[src/rtl/fpu_result_collector.sv]
// FPU result collector: a first-word-fall-through buffer that stores each
// FPU result together with its IEEE-754 class, delivers entries in push
// order, and keeps a sticky drop flag and a saturating accepted-result count.
//
// state     | meaning
// ----------+-------------------------------------------
// S_EMPTY   | no entries held, output side idle
// S_PARTIAL | between one and DEPTH-1 entries held
// S_FULL    | DEPTH entries held, a lone push is dropped
module fpu_result_collector #(
    parameter int DEPTH = 4
) (
    input  logic                     Clock,
    input  logic                     Reset,
    input  logic [31:0]              Data_In,
    input  logic                     In_Data_Valid,
    input  logic                     Out_Ready,
    output logic                     Out_Data_Valid,
    output logic [31:0]              Data_Out,
    output logic [2:0]               Class_Out,
    output logic [$clog2(DEPTH):0]   Count,
    output logic                     Overflow,
    output logic [15:0]              Result_Count
);

    localparam int PW = $clog2(DEPTH);
    localparam int CW = PW + 1;

    typedef enum logic [1:0] {
        S_EMPTY,
        S_PARTIAL,
        S_FULL
    } state_t;

    state_t          state;
    state_t          state_next;
    logic [31:0]     mem_data [DEPTH];
    logic [2:0]      mem_class [DEPTH];
    logic [PW-1:0]   rd_ptr;
    logic [PW-1:0]   wr_ptr;
    logic [CW-1:0]   count_q;
    logic [CW-1:0]   count_next;
    logic            push;
    logic            pop;
    logic            drop;

    // Class codes: 0 zero, 1 denormal, 2 normal, 3 infinity, 4 NaN (sign ignored).
    function automatic logic [2:0] classify(input logic [31:0] word);
        logic [7:0]  exp_f;
        logic [22:0] frac_f;
        exp_f  = word[30:23];
        frac_f = word[22:0];
        if (exp_f == 8'h00)
            classify = (frac_f == '0) ? 3'd0 : 3'd1;
        else if (exp_f == 8'hFF)
            classify = (frac_f == '0) ? 3'd3 : 3'd4;
        else
            classify = 3'd2;
    endfunction

    // Occupancy state register.
    always_ff @(posedge Clock) begin
        if (Reset)
            state <= S_EMPTY;
        else
            state <= state_next;
    end

    // Push/pop decisions and next occupancy state; a push into a full buffer
    // is only accepted when the head leaves in the same cycle.
    always_comb begin
        pop        = 1'b0;
        push       = 1'b0;
        drop       = 1'b0;
        count_next = count_q;
        state_next = state;

        pop  = (state != S_EMPTY) && Out_Ready;
        push = In_Data_Valid && ((state != S_FULL) || pop);
        drop = In_Data_Valid && (state == S_FULL) && !pop;

        case ({push, pop})
            2'b10:   count_next = count_q + CW'(1);
            2'b01:   count_next = count_q - CW'(1);
            default: count_next = count_q;
        endcase

        if (count_next == '0)
            state_next = S_EMPTY;
        else if (count_next == CW'(DEPTH))
            state_next = S_FULL;
        else
            state_next = S_PARTIAL;
    end

    // Entry storage; contents behind the pointers need no reset.
    always_ff @(posedge Clock) begin
        if (!Reset && push) begin
            mem_data[wr_ptr]  <= Data_In;
            mem_class[wr_ptr] <= classify(Data_In);
        end
    end

    // Pointers, occupancy, sticky drop flag and saturating result counter.
    always_ff @(posedge Clock) begin
        if (Reset) begin
            rd_ptr       <= '0;
            wr_ptr       <= '0;
            count_q      <= '0;
            Overflow     <= 1'b0;
            Result_Count <= '0;
        end else begin
            if (push)
                wr_ptr <= wr_ptr + PW'(1);
            if (pop)
                rd_ptr <= rd_ptr + PW'(1);
            count_q <= count_next;
            if (drop)
                Overflow <= 1'b1;
            if (push && (Result_Count != 16'hFFFF))
                Result_Count <= Result_Count + 16'd1;
        end
    end

    // Head entry falls through with no read latency; outputs forced to zero when empty.
    always_comb begin
        Out_Data_Valid = (state != S_EMPTY);
        Count          = count_q;
        Data_Out       = '0;
        Class_Out      = '0;
        if (Out_Data_Valid) begin
            Data_Out  = mem_data[rd_ptr];
            Class_Out = mem_class[rd_ptr];
        end
    end

endmodule

[config.mk]
export PLATFORM = sky130hd
export DESIGN_NAME = fpu_result_collector
export DESIGN_NICKNAME = d
export VERILOG_FILES = /design/src/rtl/fpu_result_collector.sv
export SDC_FILE = /design/constraint.sdc
export NUM_CORES = 1
export LEC_CHECK = 0
export ABC_CLOCK_PERIOD_IN_PS = 7700
export CORE_ASPECT_RATIO = 1.1
export CORE_UTILIZATION = 50
export CTS_CLUSTER_DIAMETER = 80
export DETAILED_ROUTE_END_ITERATION = 7
export DONT_BUFFER_PORTS = 1
export GPL_ROUTABILITY_DRIVEN = 1
export PLACE_DENSITY = 0.75
export RECOVER_POWER = 100
export SYNTH_ARGS = -nofsm -noshare
export SYNTH_HDL_FRONTEND = slang
export SYNTH_SLANG_ARGS = --single-unit
export TNS_END_PERCENT = 1
[constraint.sdc]
create_clock -name Clock -period 7.7 [get_ports Clock]
set_input_delay 2.31 -clock Clock [delete_from_list [all_inputs] [get_ports Clock]]
set_output_delay 2.31 -clock Clock [all_outputs]
set_load 0.01 [all_outputs]
# Yosys cells after proc, flatten, opt, wreduce, memory -nomap -nowiden
# Memory sizes are Yosys's and may differ from the RTL's. A register that Yosys moved wholly into a read port is not among the register bits.
# Cells that the tools add are included.
# word_totals
rom_bits	0
memories	2
ff_bits	26
ram_bits	140
latchBits	0
# memory_table
name	words	word_bits	rd	rd_ports_with_merged_regs	wr	line	rtl
mem_data	4	32	1	1	1	37	logic [31:0] mem_data [DEPTH];
mem_class	4	3	1	1	1	38	logic [2:0] mem_class [DEPTH];
# op_classes
n_mul	0
eq_ne	7
n_mux	15
shift	0
n_addsub	5
n_reduce_logical	14
n_div	0
n_bitwise	0
magnitude_cmp	0
# ops
cell	count
$mux 32	1
$logic_not 23->1	1
$add 16x1->16 const B	1
$ne 16x16->1 const B	1
$mux 3	5
$mux 2	5
$eq 8x8->1 const B	1
$logic_not 8->1	1
$logic_and 1x1->1	6
$pmux 3 s2	1
$add 2x1->2 const B	2
$eq 2x2->1 const B	2
$add 3x1->3 const B	1
$eq 3x3->1 const B	1
$logic_not 3->1	1
$mux 1	3
$sub 3x1->3 const B	1
$eq 2x1->1 const B	1
$logic_not 1->1	2
$ne 2x2->1 const B	1
$reduce_bool 2->1	1
$reduce_or 2->1	1
$logic_or 1x1->1	1

# Logic depth before layout (Yosys ltp)
# Gate-level depths: netlist (run 1).
# depth
depth_word	8
mapped_depth	7
depth_no_buf	7

# Worst setup path after synthesis (run 1)
# No wires, ideal clock.
# synth_path
kind	input to register
from	input In_Data_Valid
to	memory mem_class[0][0] (enable)
slack_ns	3.573
stages	5
path_buffers	2
setup_ns	0.396
arrival_ns	3.732
cell_sequence	buf_2 -> nand2_1 -> buf_2 -> nor2_1 -> and2_1
# synth_via
elab_chain_cells	4
# synth_lines
element	line	rtl
from (decl)	16	input logic In_Data_Valid,
$logic_and 1x1->1	79	push = In_Data_Valid && ((state != S_FULL) || pop);
$logic_and 1x1->1	98	if (!Reset && push) begin
$mux 1	98	
$mux 1 (not written as such)	100	mem_class[wr_ptr] <= classify(Data_In);
to (decl)	38	
# No other way between the ends.

# Final worst setup path (run 1)
# layout_path
from	register state[0]
to	output Class_Out[1]
# layout_via
elab_chain_cells	2
# layout_lines
element	line	rtl
from (decl)	35	state_t state;
from (signal assigned)	66	state <= state_next;
$reduce_bool 2->1	127	Out_Data_Valid = (state != S_EMPTY);
named net Out_Data_Valid	18	output logic Out_Data_Valid,
$mux 3	131	if (Out_Data_Valid) begin
to (decl)	20	output logic [2:0] Class_Out,
# The timed path passes the listed nets, and every way through them passes these cells.

==> results of run 1 <==
cells in the final DEF, fill, tap and decap left out, drive strengths merged, types with 2 or more instances in the layout:
cell type / synthesis / final
and4: 2 / 2
o22ai: 2 / 2
mux4: 35 / 35
clkinvlp: 0 / 4
bufinv: 0 / 5
nand2b: 2 / 2
xnor2: 3 / 3
buf: 7 / 2
edfxtp: 140 / 140
nor3: 3 / 3
o21ai: 5 / 5
nor4: 10 / 10
mux2: 4 / 4
nor2b: 3 / 3
a21oi: 15 / 15
or3b: 2 / 2
ha: 5 / 5
nand2: 10 / 10
nor2: 16 / 16
o41ai: 2 / 2
and2: 40 / 40
nand4: 8 / 8
clkinv: 0 / 3
o31ai: 7 / 7
nand3: 6 / 6
or2: 4 / 4
dfxtp: 28 / 28
xor2: 2 / 2
clkbuf: 12 / 18
inv: 6 / 7
mux2i: 2 / 2
or3: 4 / 4
or4: 7 / 7
registers in the layout, summed over array words and instances (netlist names), named ones only:
register	cells
mem_data	128
Result_Count	16
mem_class	12
Count	3
rd_ptr	2
state	2
wr_ptr	2
Overflow	1
cells by family (layout without fill, tap and decap cells):
logic type	Yosys count	in the layout	share of synthesized area [%]
AOI/OAI and AO/OA	36	36	3.25
xor gates and xnor gates	5	5	0.646
adders and majority gates	6	6	1.22
buffers and inverters	25	39	1.51
DFF	168	168	70.3
muxes	41	41	12.6
and+or+nand+nor	120	120	10.5
per-stage QoR:
step | power, mW | cells | area, sq um | util [%] | hold slack (ps)
2_1_floorplan | 1.38 | 401 | 6780 | - | 469
3_3_place_gp | 1.44 | 545 | 6920 | 52.4 | 471
3_5_place_dp | 1.45 | 545 | 6920 | 52.4 | 486
4_1_cts | 2.35 | 576 | 7550 | 57.2 | 501
5_1_grt | 2.42 | 576 | 7540 | 57.1 | 528
6_report | 2.33 | 576 | 7540 | 57.1 | 501
routing by layer:
layer,wire (um),GRT usage [%]
met5,0,0
met2,6380,31.1
met1,5110,21.9
met4,116,6.66
met3,861,7.79
critical path, delay by kind of cell, from the launching register on:
family	cells	cell delay, ps
simple gates	2	1800
flops	1	390
layout make-up:
type | instances | area share (%)
Sequential cell | 168 | 63.2
Multi-Input combinational cell | 208 | 25.3
Clock buffer | 18 | 5.69
Clock inverter | 13 | 2.67
Tap cell | 161 | 2.67
Inverter | 6 | 0.299
Timing Repair Buffer | 2 | 0.199
final timing paths:
path | from | to | cells past startpoint
max | state[0] | Class_Out[1] | 2
min | wr_ptr[1] | wr_ptr[1] | 2
max reg2reg | state[1] | mem_data[0][4] | 4
min reg2reg | wr_ptr[1] | wr_ptr[1] | 2
power groups by stage:
stage | sequential, mW | combinational (mW) | clock (mW)
2_1_floorplan | 1.07 | 0.316 | 0
3_3_place_gp | 1.08 | 0.356 | 0
3_5_place_dp | 1.08 | 0.365 | 0
4_1_cts | 1.06 | 0.366 | 0.920
5_1_grt | 1.07 | 0.389 | 0.957
6_report | 1.07 | 0.353 | 0.914
==> impl_metrics.py, run 1 <==
metrics = {
    "run_status": {
        "status": "complete, but fails checks",
        "violations": "max-capacitance violations, max-slew violations",
    },
    "floorplan": {
        "dieHeight_um": 124,
        "die_area_sq_um": 14000,
        "coreArea_sq_um": 13200,
        "rows": 44,
        "die-width_um": 113,
        "io_pins": 92,
        "start_util_pct": 51.3,
    },
    "routing": {
        "via_per_inst": 5.95,
        "vias": 3429,
        "antenna_left": 0,
        "drtIter0Drc": 212,
        "route.detailed.wl_per_inst_um": 21.6,
        "firstDrtPassIters": 4,
        "wl_um": 12500,
        "drc": 0,
    },
    "power_and_ir_drop": {
        "ir_drop_v": 0.000140,
        "power.density_nw_per_um2": 309,
        "power_switching_mw": 0.579,
        "combPwrFrac_pct": 15.1,
        "pwr-share-seq_pct": 45.7,
        "p_sw_share_pct": 24.8,
        "internal-power_mw": 1.75,
        "clkPwrFrac_pct": 39.2,
        "p_leak_nw": 2.28,
    },
    "worst_setup_path": {
        "cp-start-kind": "flip-flop",
        "slowest_stage": "or2_0",
        "slowest_delay_ps": 1400,
        "crit_type": "reg -> out",
        "rrSetupSlack_ps": 4240,
        "crit_path_max_fanout": 37,
        "cp.required_ps": 5390,
        "endpoint_kind": "output port",
        "crit_chain": "or2_0 -> and2_0",
        "worstPathArrival_ps": 2610,
    },
    "logic_synthesis": {
        "synth-async-reset-ratio_pct": 0,
        "synth-seq-cells": 168,
        "syn_area_sq_um": 6780,
        "seq_area_frac_synth_pct": 70.3,
        "syn_avg_cell_area_sq_um": 16.9,
        "yosysWarnings": 0,
        "synth_nets": 443,
        "netlist_instances": 401,
        "netlist_top_cells_area": "edfxtp_1 (62%), mux4_2 (12%), dfxtp_1 (8.3%)",
        "synth.most_common_cell": "edfxtp_1",
        "synth_top_area_share_pct": 62.0,
        "ys_types": 42,
        "synth_edf_count": 140,
        "post-synth-top-area-cell": "edfxtp_1",
        "ys.flop_type": "edfxtp_1",
        "synth_common_cells": "edfxtp_1 (140), and2_1 (40), mux4_2 (35), dfxtp_1 (28), nor2_1 (16)",
    },
    "global_routing": {
        "grt_pass1_wl_um": 18800,
        "grt_pass1_vias": 3495,
        "grt_use_total_pct": 18.7,
        "overflow": 0,
        "grt_max_degree": 38,
        "antenna_found_initial": 0,
    },
    "timing": {
        "rsz0062_at_grt": "false",
        "max_freq_mhz": 203,
        "timing.final.max_slew_violations": 181,
        "finalCriticalPeriod_ps": 4920,
        "finalHoldViolCount": 0,
        "max-slew-margin-rel_pct": -74.5,
        "tightest_slew_ps": 2620,
        "finClkSkew_ps": 7.59,
        "finalSetupTns_ps": 0,
        "layout_setup_ws_ps": 2780,
        "period_share_pct": 63.9,
        "setup_violations": 0,
    },
    "cts": {
        "clkTransAtPathRegs_ps": 60,
        "numCtsBuffers": 17,
        "ctsHoldBuffers": 0,
        "ctsResizeCount": 0,
        "cts_num_sinks": 168,
        "post_cts_buffers": 0,
        "insertion_delay_ps": 430,
        "ctsRootBufferMaster": "clkbuf_16",
        "clock_path_buffers": 2,
        "htree_levels": 4,
        "cts_tree": "built",
    },
    "finish": {
        "drive_above_1_share_pct": 18.6,
        "fin_nets": 445,
        "seqCellArea_sq_um": 4770,
        "antenna_cells": 0,
        "multiInputGateArea_sq_um": 1910,
        "synthToLayoutAreaGrowth_pct": 11.3,
        "nFillCells": 1000,
    },
    "placement": {
        "port_buffers": 0,
        "place_hpwl_um": 7520,
        "place.gp.congestion": 0.705,
        "dp_slack_ps": 3510,
    },
    "min_path": {
        "hold_path.class": "reg -> reg",
    },
    "run": {
        "cap_violations": 5,
    },
}
No activity file was read; power rests on OpenSTA's default activity.
==> run 2, diff against run 1 <==
--- a/config.mk
+++ b/config.mk
@@ -5,14 +5,14 @@
 export SDC_FILE = /design/constraint.sdc
 export NUM_CORES = 1
 export LEC_CHECK = 0
-export ABC_CLOCK_PERIOD_IN_PS = 7700
+export ABC_CLOCK_PERIOD_IN_PS = 4400
 export CORE_ASPECT_RATIO = 1.1
 export CORE_UTILIZATION = 50
 export CTS_CLUSTER_DIAMETER = 80
 export DETAILED_ROUTE_END_ITERATION = 7
 export DONT_BUFFER_PORTS = 1
 export GPL_ROUTABILITY_DRIVEN = 1
-export PLACE_DENSITY = 0.75
+export PLACE_DENSITY = 0.78
 export RECOVER_POWER = 100
 export SYNTH_ARGS = -nofsm -noshare
 export SYNTH_HDL_FRONTEND = slang
==> constraint.sdc (replaced) <==
create_clock -name Clock -period 4.4 [get_ports Clock]
set_input_delay 1.32 -clock Clock [delete_from_list [all_inputs] [get_ports Clock]]
set_output_delay 1.32 -clock Clock [all_outputs]
set_load 0.01 [all_outputs]
==> run 2 against run 1 <==
Flip-flop and latch count stayed put; critical path type unchanged; first-iteration DRC count is 22% lower; clock skew is 2.4 ps lower; the run still ends with max-capacitance violations, max-slew violations left; power is 72% higher; via count is 1.4% higher.
==> impl_metrics.py, run 2 (synthesized netlist as in run 1, its figures left out) <==
metrics = {
    "run_status": {
        "status": "complete, but fails checks",
        "violations": "max-capacitance violations, max-slew violations",
    },
    "run": {
        "cap_violations": 4,
    },
    "worst_setup_path": {
        "cp_num_cells": 3,
        "crit_type": "reg -> out",
        "slowest_delay_ps": 720,
        "cp.required_ps": 3080,
        "rrSetupSlack_ps": 1490,
        "endpoint_kind": "output port",
        "critical_path.top_delay_family": "flip-flops",
        "r2r_cells": 4,
        "r2r-start": "state[0]",
        "regToRegEndpoint": "mem_data[0][1]",
        "worstPathArrival_ps": 2450,
        "slowest_stage": "dfxtp_2",
        "timing.critical_path.to": "Data_Out[1]",
        "crit_path_max_fanout": 18,
        "crit_chain": "clkbuf_2 -> mux4_2 -> and2_0",
        "worst-path-buf-inv": 1,
        "cp-start-kind": "flip-flop",
    },
    "finish": {
        "drive_above_1_share_pct": 19.4,
        "synthToLayoutAreaGrowth_pct": 11.0,
        "antenna_cells": 0,
        "reg.largest.list": "mem_data x128, Result_Count x16, mem_class x12",
        "regMostFlops": "mem_data",
        "layout_commonest_cell": "edfxtp_1",
        "design_area_sq_um": 7520,
        "fin_nets": 446,
        "layout_common_cells": "edfxtp_1 (140), mux4_2 (35), and2_0 (32)",
        "largest_register_ffs": 128,
    },
    "power_and_ir_drop": {
        "ir_drop_v": 0.000325,
        "power.density_nw_per_um2": 533,
        "p_leak_nw": 2.30,
        "fin_total_pwr_mw": 4.01,
    },
    "routing": {
        "drtIter0Drc": 166,
        "via_per_inst": 6.01,
        "drc": 0,
        "firstDrtPassIters": 4,
        "antenna_left": 0,
        "wl_um": 12400,
        "route.detailed.wl_per_inst_um": 21.4,
        "vias": 3476,
    },
    "floorplan": {
        "die_area_sq_um": 14000,
        "coreArea_sq_um": 13200,
        "start_util_pct": 51.3,
        "die-width_um": 113,
        "dieHeight_um": 124,
        "rows": 44,
        "io_pins": 92,
    },
    "timing": {
        "whs_ps": 498,
        "rsz0062_at_grt": "false",
        "finalHoldViolCount": 0,
        "finClkSkew_ps": 5.21,
        "timing.final.max_slew_violations": 144,
        "finalSetupTns_ps": 0,
        "setup_violations": 0,
        "period_share_pct": 85.7,
        "finalCriticalPeriod_ps": 3770,
        "tightest_slew_ps": 1920,
        "max-slew-margin-rel_pct": -27.9,
        "max_freq_mhz": 265,
    },
    "cts": {
        "ctsRootBufferMaster": "clkbuf_16",
        "cts_num_sinks": 168,
        "insertion_delay_ps": 420,
        "clkTransAtPathRegs_ps": 70,
        "ctsHoldBuffers": 0,
        "clock_path_buffers": 2,
        "ctsResizeCount": 0,
        "numCtsBuffers": 17,
        "cts_tree": "built",
        "htree_levels": 4,
        "post_cts_buffers": 0,
    },
    "global_routing": {
        "grt_pass1_vias": 3365,
        "grt_busiest_layer": "met2",
        "antenna_found_initial": 0,
        "globalRouteMet2Util_pct": 30.4,
        "grtUsageMet1_pct": 22.0,
        "grt_pass1_wl_um": 18500,
        "grt_use_total_pct": 18.4,
        "overflow": 0,
        "globalRouteMet3Util_pct": 6.18,
        "grt_max_degree": 38,
    },
    "placement": {
        "port_buffers": 0,
        "dpl_cell_area_sq_um": 6920,
        "place.gp.congestion": 0.754,
        "place_hpwl_um": 7530,
    },
    "min_path": {
        "hold_path.class": "reg -> reg",
        "worstHoldStart": "wr_ptr[1]",
    },
}
-- run 2: cell types whose count changed in the layout (fill, tap and decap cells not counted) --
cell | previous run | this run
inv_6 | 1 | 5
nand3_2 | 1 | 0
nand3_1 | 5 | 6
bufinv_16 | 5 | 3
buf_4 | 2 | 1
or2_2 | 3 | 4
clkinv_4 | 0 | 4
and2_0 | 40 | 32
clkbuf_2 | 0 | 1
clkinv_1 | 2 | 0
or2_0 | 1 | 0
and2_1 | 0 | 8
clkinvlp_4 | 4 | 2
-- run 2: worst register-to-register path, delay by kind of cell (launching register included) --
kind | cells | cell delay, ps
flip-flops | 1 | 390
AND/OR/NAND/NOR | 4 | 2100
-- run 2: how the worst min path moves through the flow --
stage / end / slack [ps] / cells after the start
after floorplan: wr_ptr[1] / 470 / 2
after global placement: wr_ptr[1] / 470 / 2
after detailed placement: wr_ptr[1] / 480 / 2
after CTS: wr_ptr[1] / 490 / 2
after global routing: wr_ptr[1] / 530 / 2
final: wr_ptr[1] / 500 / 2
-- run 2: area by class of cell --
type,count,area [sq um]
Fill cell,992,5690
Sequential cell,168,4770
Multi-Input combinational cell,208,1900
Clock buffer,17,425
Tap cell,161,201
Clock inverter,15,189
Inverter,6,22.5
Timing Repair Buffer,3,16.3
-- run 2: report_power, final --
group,switching [mW],internal [mW],leakage [nW]
clock,0.621,0.903,0.295
sequential,0.0909,1.80,1.50
combinational,0.322,0.267,0.503
-- run 2: per-layer routing --
layer | vias to the layer above | part of all wire (%)
met5 | - | 0
met3 | 17 | 6.7
met2 | 109 | 51
li1 | 1604 | -
met1 | 1746 | 41
met4 | 0 | 1.9
-- run 2: stage by stage --
step | instances | utilization (%) | setup WS [ps]
floorplan | 401 | - | 1260
global placement | 545 | 52.4 | 1200
detailed placement | 545 | 52.4 | 1180
CTS | 577 | 57.0 | 718
global route | 578 | 56.9 | 423
finish | 578 | 56.9 | 627
==> run 3, diff against run 2 <==
--- a/config.mk
+++ b/config.mk
@@ -17,4 +17,3 @@
 export SYNTH_ARGS = -nofsm -noshare
 export SYNTH_HDL_FRONTEND = slang
 export SYNTH_SLANG_ARGS = --single-unit
-export TNS_END_PERCENT = 1
==> results of run 3 <==
Final layout, timing and power as in run 2 (identical DEF).
